==> config.mk <==
export PLATFORM = sky130hd
export DESIGN_NAME = bulls_game_ctrl
export DESIGN_NICKNAME = d
export VERILOG_FILES = /design/src/rtl/bac_pkg.sv /design/src/rtl/bac_digit_dup.sv /design/src/rtl/bulls_game_ctrl.sv
export SDC_FILE = /design/constraint.sdc
export NUM_CORES = 1
export LEC_CHECK = 0
export ABC_AREA = 1
export ABC_CLOCK_PERIOD_IN_PS = 5000
export CAP_MARGIN = 20
export CORE_ASPECT_RATIO = 0.8
export CORE_MARGIN = 2
export CORE_UTILIZATION = 40
export DETAILED_ROUTE_END_ITERATION = 16
export HOLD_SLACK_MARGIN = 0.12
export PLACE_DENSITY = 0.83
export SETUP_SLACK_MARGIN = 0.02
export SLEW_MARGIN = 30
export SYNTH_ARGS = -nofsm -noshare
export SYNTH_HDL_FRONTEND = slang
export SYNTH_SLANG_ARGS = --single-unit
==> constraint.sdc <==
create_clock -name clk -period 5 [get_ports clk]
set_input_delay 1 -clock clk [delete_from_list [all_inputs] [get_ports clk]]
set_output_delay 1 -clock clk [all_outputs]
set_load 0.03 [all_outputs]
==> src/rtl/bac_pkg.sv <==
// bac_pkg: shared state enum, digit constants and digit-extract helper for the Bulls-and-Cows blocks
package bac_pkg;
  typedef enum logic [2:0] {S_IDLE, S_ENTRY, S_SCORE, S_WIN, S_LOSE} state_e;
  localparam logic [3:0] DIGIT_PAD = 4'hF;
  localparam int NUM_DIGITS = 4;
  localparam int GUESS_SLOTS = 10;
  function automatic logic [3:0] digit_at(input logic [15:0] v, input int k);
    return v[4*k +: 4];
  endfunction
endpackage

==> src/rtl/bac_digit_dup.sv <==
// bac_digit_dup: flags cand_i if it is above 9 or equals any of the first cnt_i digits of digits_i
module bac_digit_dup
  import bac_pkg::*;
(
  input  logic [15:0] digits_i,
  input  logic [2:0]  cnt_i,
  input  logic [3:0]  cand_i,
  output logic        bad_o
);
  always_comb begin
    bad_o = cand_i > 4'd9;
    for (int k = 0; k < NUM_DIGITS; k++)
      if (k < int'(cnt_i) && digit_at(digits_i, k) == cand_i) bad_o = 1'b1;
  end
endmodule

==> src/rtl/bulls_game_ctrl.sv <==
// bulls_game_ctrl: round sequencer; latches secret, collects keypad guess, drives scorer (sc_guess/sc_answer), captures sc_strike/sc_ball, reports tries/win/lose/errors
module bulls_game_ctrl
  import bac_pkg::*;
#(
  parameter int MAX_TRIES = 10,
  parameter int TW = $clog2(MAX_TRIES + 1)
) (
  input  logic          clk,
  input  logic          rst,
  input  logic          start,
  input  logic [15:0]   secret_in,
  input  logic          key_valid,
  input  logic [3:0]    key_digit,
  input  logic          key_enter,
  input  logic          key_clear,
  input  logic [3:0]    sc_strike,
  input  logic [3:0]    sc_ball,
  output logic [39:0]   sc_guess,
  output logic [15:0]   sc_answer,
  output logic [2:0]    entry_cnt,
  output logic [TW-1:0] tries,
  output logic [3:0]    strike,
  output logic [3:0]    ball,
  output logic          result_valid,
  output logic          win,
  output logic          lose,
  output logic          busy,
  output logic          entry_err,
  output logic          cfg_err
);
  state_e state_q, state_d;
  logic [15:0] guess_q, guess_d, ans_q, ans_d;
  logic [2:0] cnt_q, cnt_d;
  logic [TW-1:0] tries_q, tries_d;
  logic [3:0] strike_q, strike_d, ball_q, ball_d;
  logic rv_q, rv_d, eerr_q, eerr_d, cerr_q, cerr_d;
  logic [NUM_DIGITS-1:0] sec_bad;
  logic key_dup, key_bad, sec_ok, last_try;
  for (genvar i = 0; i < NUM_DIGITS; i++) begin : g_sec
    bac_digit_dup u_dup (
      .digits_i(16'({secret_in, secret_in} >> (4 * (i + 1)))),
      .cnt_i   (3'd3),
      .cand_i  (digit_at(secret_in, i)),
      .bad_o   (sec_bad[i])
    );
  end
  bac_digit_dup u_key (
    .digits_i(guess_q),
    .cnt_i   (cnt_q),
    .cand_i  (key_digit),
    .bad_o   (key_dup)
  );
  assign sec_ok   = ~|sec_bad;
  assign key_bad  = key_dup || cnt_q == 3'd4;
  assign last_try = tries_q == TW'(MAX_TRIES - 1);
  always_comb begin
    state_d  = state_q;
    guess_d  = guess_q;
    ans_d    = ans_q;
    cnt_d    = cnt_q;
    tries_d  = tries_q;
    strike_d = strike_q;
    ball_d   = ball_q;
    rv_d     = 1'b0;
    eerr_d   = 1'b0;
    cerr_d   = 1'b0;
    case (state_q)
      S_IDLE, S_WIN, S_LOSE:
        if (start && sec_ok) begin
          ans_d    = secret_in;
          guess_d  = {NUM_DIGITS{DIGIT_PAD}};
          cnt_d    = '0;
          tries_d  = '0;
          strike_d = '0;
          ball_d   = '0;
          state_d  = S_ENTRY;
        end else if (start) begin
          cerr_d = 1'b1;
        end
      S_ENTRY:
        if (key_clear) begin
          cnt_d   = '0;
          guess_d = {NUM_DIGITS{DIGIT_PAD}};
        end else if (key_enter) begin
          state_d = cnt_q == 3'd4 ? S_SCORE : S_ENTRY;
          eerr_d  = cnt_q != 3'd4;
        end else if (key_valid && key_bad) begin
          eerr_d = 1'b1;
        end else if (key_valid) begin
          guess_d[{cnt_q[1:0], 2'b00} +: 4] = key_digit;
          cnt_d = cnt_q + 3'd1;
        end
      S_SCORE: begin
        strike_d = sc_strike;
        ball_d   = sc_ball;
        tries_d  = tries_q + TW'(1);
        rv_d     = 1'b1;
        cnt_d    = '0;
        guess_d  = {NUM_DIGITS{DIGIT_PAD}};
        state_d  = sc_strike == 4'd4 ? S_WIN : last_try ? S_LOSE : S_ENTRY;
      end
      default: state_d = S_IDLE;
    endcase
  end
  always_ff @(posedge clk) begin
    if (rst) begin
      state_q  <= S_IDLE;
      guess_q  <= {NUM_DIGITS{DIGIT_PAD}};
      ans_q    <= '0;
      cnt_q    <= '0;
      tries_q  <= '0;
      strike_q <= '0;
      ball_q   <= '0;
      rv_q     <= 1'b0;
      eerr_q   <= 1'b0;
      cerr_q   <= 1'b0;
    end else begin
      state_q  <= state_d;
      guess_q  <= guess_d;
      ans_q    <= ans_d;
      cnt_q    <= cnt_d;
      tries_q  <= tries_d;
      strike_q <= strike_d;
      ball_q   <= ball_d;
      rv_q     <= rv_d;
      eerr_q   <= eerr_d;
      cerr_q   <= cerr_d;
    end
  end
  assign sc_guess     = {{(GUESS_SLOTS - NUM_DIGITS){DIGIT_PAD}}, guess_q};
  assign sc_answer    = ans_q;
  assign entry_cnt    = cnt_q;
  assign tries        = tries_q;
  assign strike       = strike_q;
  assign ball         = ball_q;
  assign result_valid = rv_q;
  assign win          = state_q == S_WIN;
  assign lose         = state_q == S_LOSE;
  assign busy         = state_q == S_ENTRY || state_q == S_SCORE;
  assign entry_err    = eerr_q;
  assign cfg_err      = cerr_q;
endmodule

==> run metrics <==
Rows=30; vias per cell=between 4 and 5; starting density of the core=between 40 and 50%; leakage power=between 0.002 and 0.0025 µW; DR WL/cell=12.1 µm; Die Wd=107 µm; Main synth FF type=dfxtp_1; Yosys warnings=0; FF-to-FF Start=entry_cnt[0]$_SDFFE_PP0P_; Area Overhead vs Synth=27.9%; register area=around 1100 µm²; synth unique cells=27; Post-synth EDFFs=0; Clock Latency Late Sink=around 300 ps; PwrDens=461 nW/µm²; Core ar.=roughly 8400 µm²; Max Root-Sink Buffers=2; status=finished, final reports clean; total global routing overflow=0; area of the multi-input gates=around 1900 µm²; #FFs+latches synth=53; Setup-failing EPs final=0; fin crit share=about three fifths; DRC viols=0; Final min period=roughly 3000 ps; Worst Hold Endpoint=sc_answer[0]$_SDFFE_PP0P_; Pre-Repair DR Iteration Count=4; largest net degree at the start of global routing=36; critical path class=in -> reg; Synth Area in Simple Gates=a little under two fifths; via count=around 3600; post-CTS setup buffer count=0; Worst Setup SP=secret_in[2]; CTS tree=done; Critical Path Sink Type=flip-flop; detailed placer's ending HPWL=between 6000 and 7000 µm; Worst setup SP type=input pin; Synth area leaders=dfxtp_1 31%, nand2_1 21%, inv_1 6.8%, buf_4 6.4%, a21oi_1 4.4%; Hold Slack=449 ps; CTS root buffer=clkbuf_8; async set or reset register ratio after synthesis=0%; gr usage total=19.7%; Max Cap Viol=0; post-cts resize count=0; die area=between 9000 and 10000 µm²; Final Slew Violations=0; Critical R2R Capture=entry_cnt[1]$_SDFFE_PP0P_; Sink Count=between 50 and 60; Reg2Reg Depth=9; main combinational cell family by area after synthesis=simple AND/OR/NAND/NOR gates; vias in the first global route=about 3400; H-tree depth=2; Synth top cells by count=193 x nand2_1, 62 x inv_1, 53 x dfxtp_1, 40 x nor2_1; antenna cell count=0; sequential share of the synthesized area=roughly 31%; Place WS=approximately 1600 ps; xor and xnor area share after synthesis=roughly 1.5%; I/O pin cnt=between 100 and 150; gpl congestion=0.978; Max Clock Freq=331 MHz; worst vdd ir=about 0.00034 V; first-pass GRT wire length=15000 µm; R2R Setup Slk=around 2400 ps; ratio of cells with drive above 1 in the final layout=under 10%; most frequent cell after synthesis=nand2_1; fin util=between 50% and 60%; cell taking the most area after synthesis=dfxtp_1; post-synthesis compound-gate area fraction=between 10% and 20%; Arr. time, crit path=3200 ps; WP data required=5180 ps; number of buffers added on ports=between 80 and 90; DR iter-0 viols=between 150 and 200; mux cell area share after synthesis=0%; TNS Setup=0 ps; setup ws final=just under 2000 ps; HP Start=sc_answer[0]$_SDFFE_PP0P_; CTS Hold Buffers Added=0; RSZ-0062 raised after global routing=no; cell count after placement=736; largest fanout on the critical path=35; FILL cells=788; total CTS buffers=5; Clk pin slew, worst setup/hold paths=around 100 ps; Die Height=86.5 µm; Min-Delay Path Class=reg -> reg; synthesized area=between 3000 and 4000 µm²; Worst slew margin=just under 60%; share of the synthesized area in the top cell type=a little under a third; nets@finish=between 600 and 700; non-filler cells, final=~740; gate count of the mapped netlist=555; Hold Fails Final Rpt=0; Setup Skew=between 7 and 8 ps; Worst Tran Pin Value=roughly 620 ps; average cell area after synthesis=between 6 and 7 µm²; Total Wirelength=between 8000 and 9000 µm; initial antenna violation count=0; ANT nets after route=0; Adder-Cell Fraction of Synth Area=about 2.2%; Worst Hold Depth=2
-- worst max path at each step --
stage	endpoint	slack (ps)	cells after the start
final	strike[1]$_SDFFE_PP0P_	1980	11
after global routing	tries[1]$_SDFFE_PP0P_	1810	10
after CTS	strike[1]$_SDFFE_PP0P_	1980	11
after floorplan	guess_q[11]$_SDFFE_PP1P_	2720	11
after global placement	ball[0]$_SDFFE_PP0P_	1720	9
after detailed placement	ball[3]$_SDFFE_PP0P_	1630	11
-- state kept, by name, indices dropped and copies added, names as in the netlist --
signal / flops
guess_q: 16
sc_answer: 16
ball: 4
strike: 4
tries: 4
entry_cnt: 3
state_q: 3
cfg_err: 1
entry_err: 1
result_valid: 1
-- critical path, cell delays in order --
cell and delay [ps]:
clkdlybuf4s50_1 530, inv_1 150, nand2_1 70, nand2_1 70, nor2_1 50, nand2_1 50
nand2_1 50, nor2_1 160, nand3_2 470, nand2_1 470, o22ai_1 120
-- cell families after synthesis --
kind of cell	Yosys count
fa+ha+maj	6
buf+inv	120
xor+xnor	6
simple gates	299
other cells	1
flops	53
compound gates	70
-- final cells by class --
type,instances,share of cell area (%)
multi-input combinational,405,42.8
sequential,53,24.4
timing repair buffer,89,20.3
inverter,77,6.65
tap,112,3.22
clock buffer,5,1.58
clock inverter,3,1.09
-- layer usage --
metal / vias to the layer above / global-route usage (%) / wire length [µm]
li1: 1852 / - / -
met1: 1616 / 25.5 / 4070
met2: 155 / 32.5 / 4040
met3: 18 / 4.36 / 728
met4: 0 / 6.73 / 162
met5: - / 0 / 0
-- placed cells by master, fill, tap and decap left out --
master,n
o22ai_1,5
xor2_1,3
clkbuf_8,5
a21oi_1,30
conb_1,24
xnor2_1,3
or2_2,1
nor4_1,1
nand2_1,193
nor3_1,9
o21ai_0,30
inv_6,2
o211ai_1,1
dfxtp_1,53
o21ai_4,1
ha_1,6
clkinv_1,1
buf_4,3
bufinv_16,1
nand3_1,27
nor2_1,40
nand3_2,7
inv_2,14
o21a_1,1
inv_1,62
nand4_1,21
o21ai_1,2
clkdlybuf4s50_1,86
-- power by group --
part	internal (µW)	switching [µW]
Clock	153	152
Combinational	392	678
Sequential	527	102
-- stage by stage --
step | cell area, µm² | total power, µW
global placement | 4230 | 1670
detailed placement | 4230 | 1700
finish | 4350 | 2000
global route | 4350 | 2160
floorplan | 3490 | 1350
CTS | 4350 | 2010
Power figures use the tool's default switching activity.
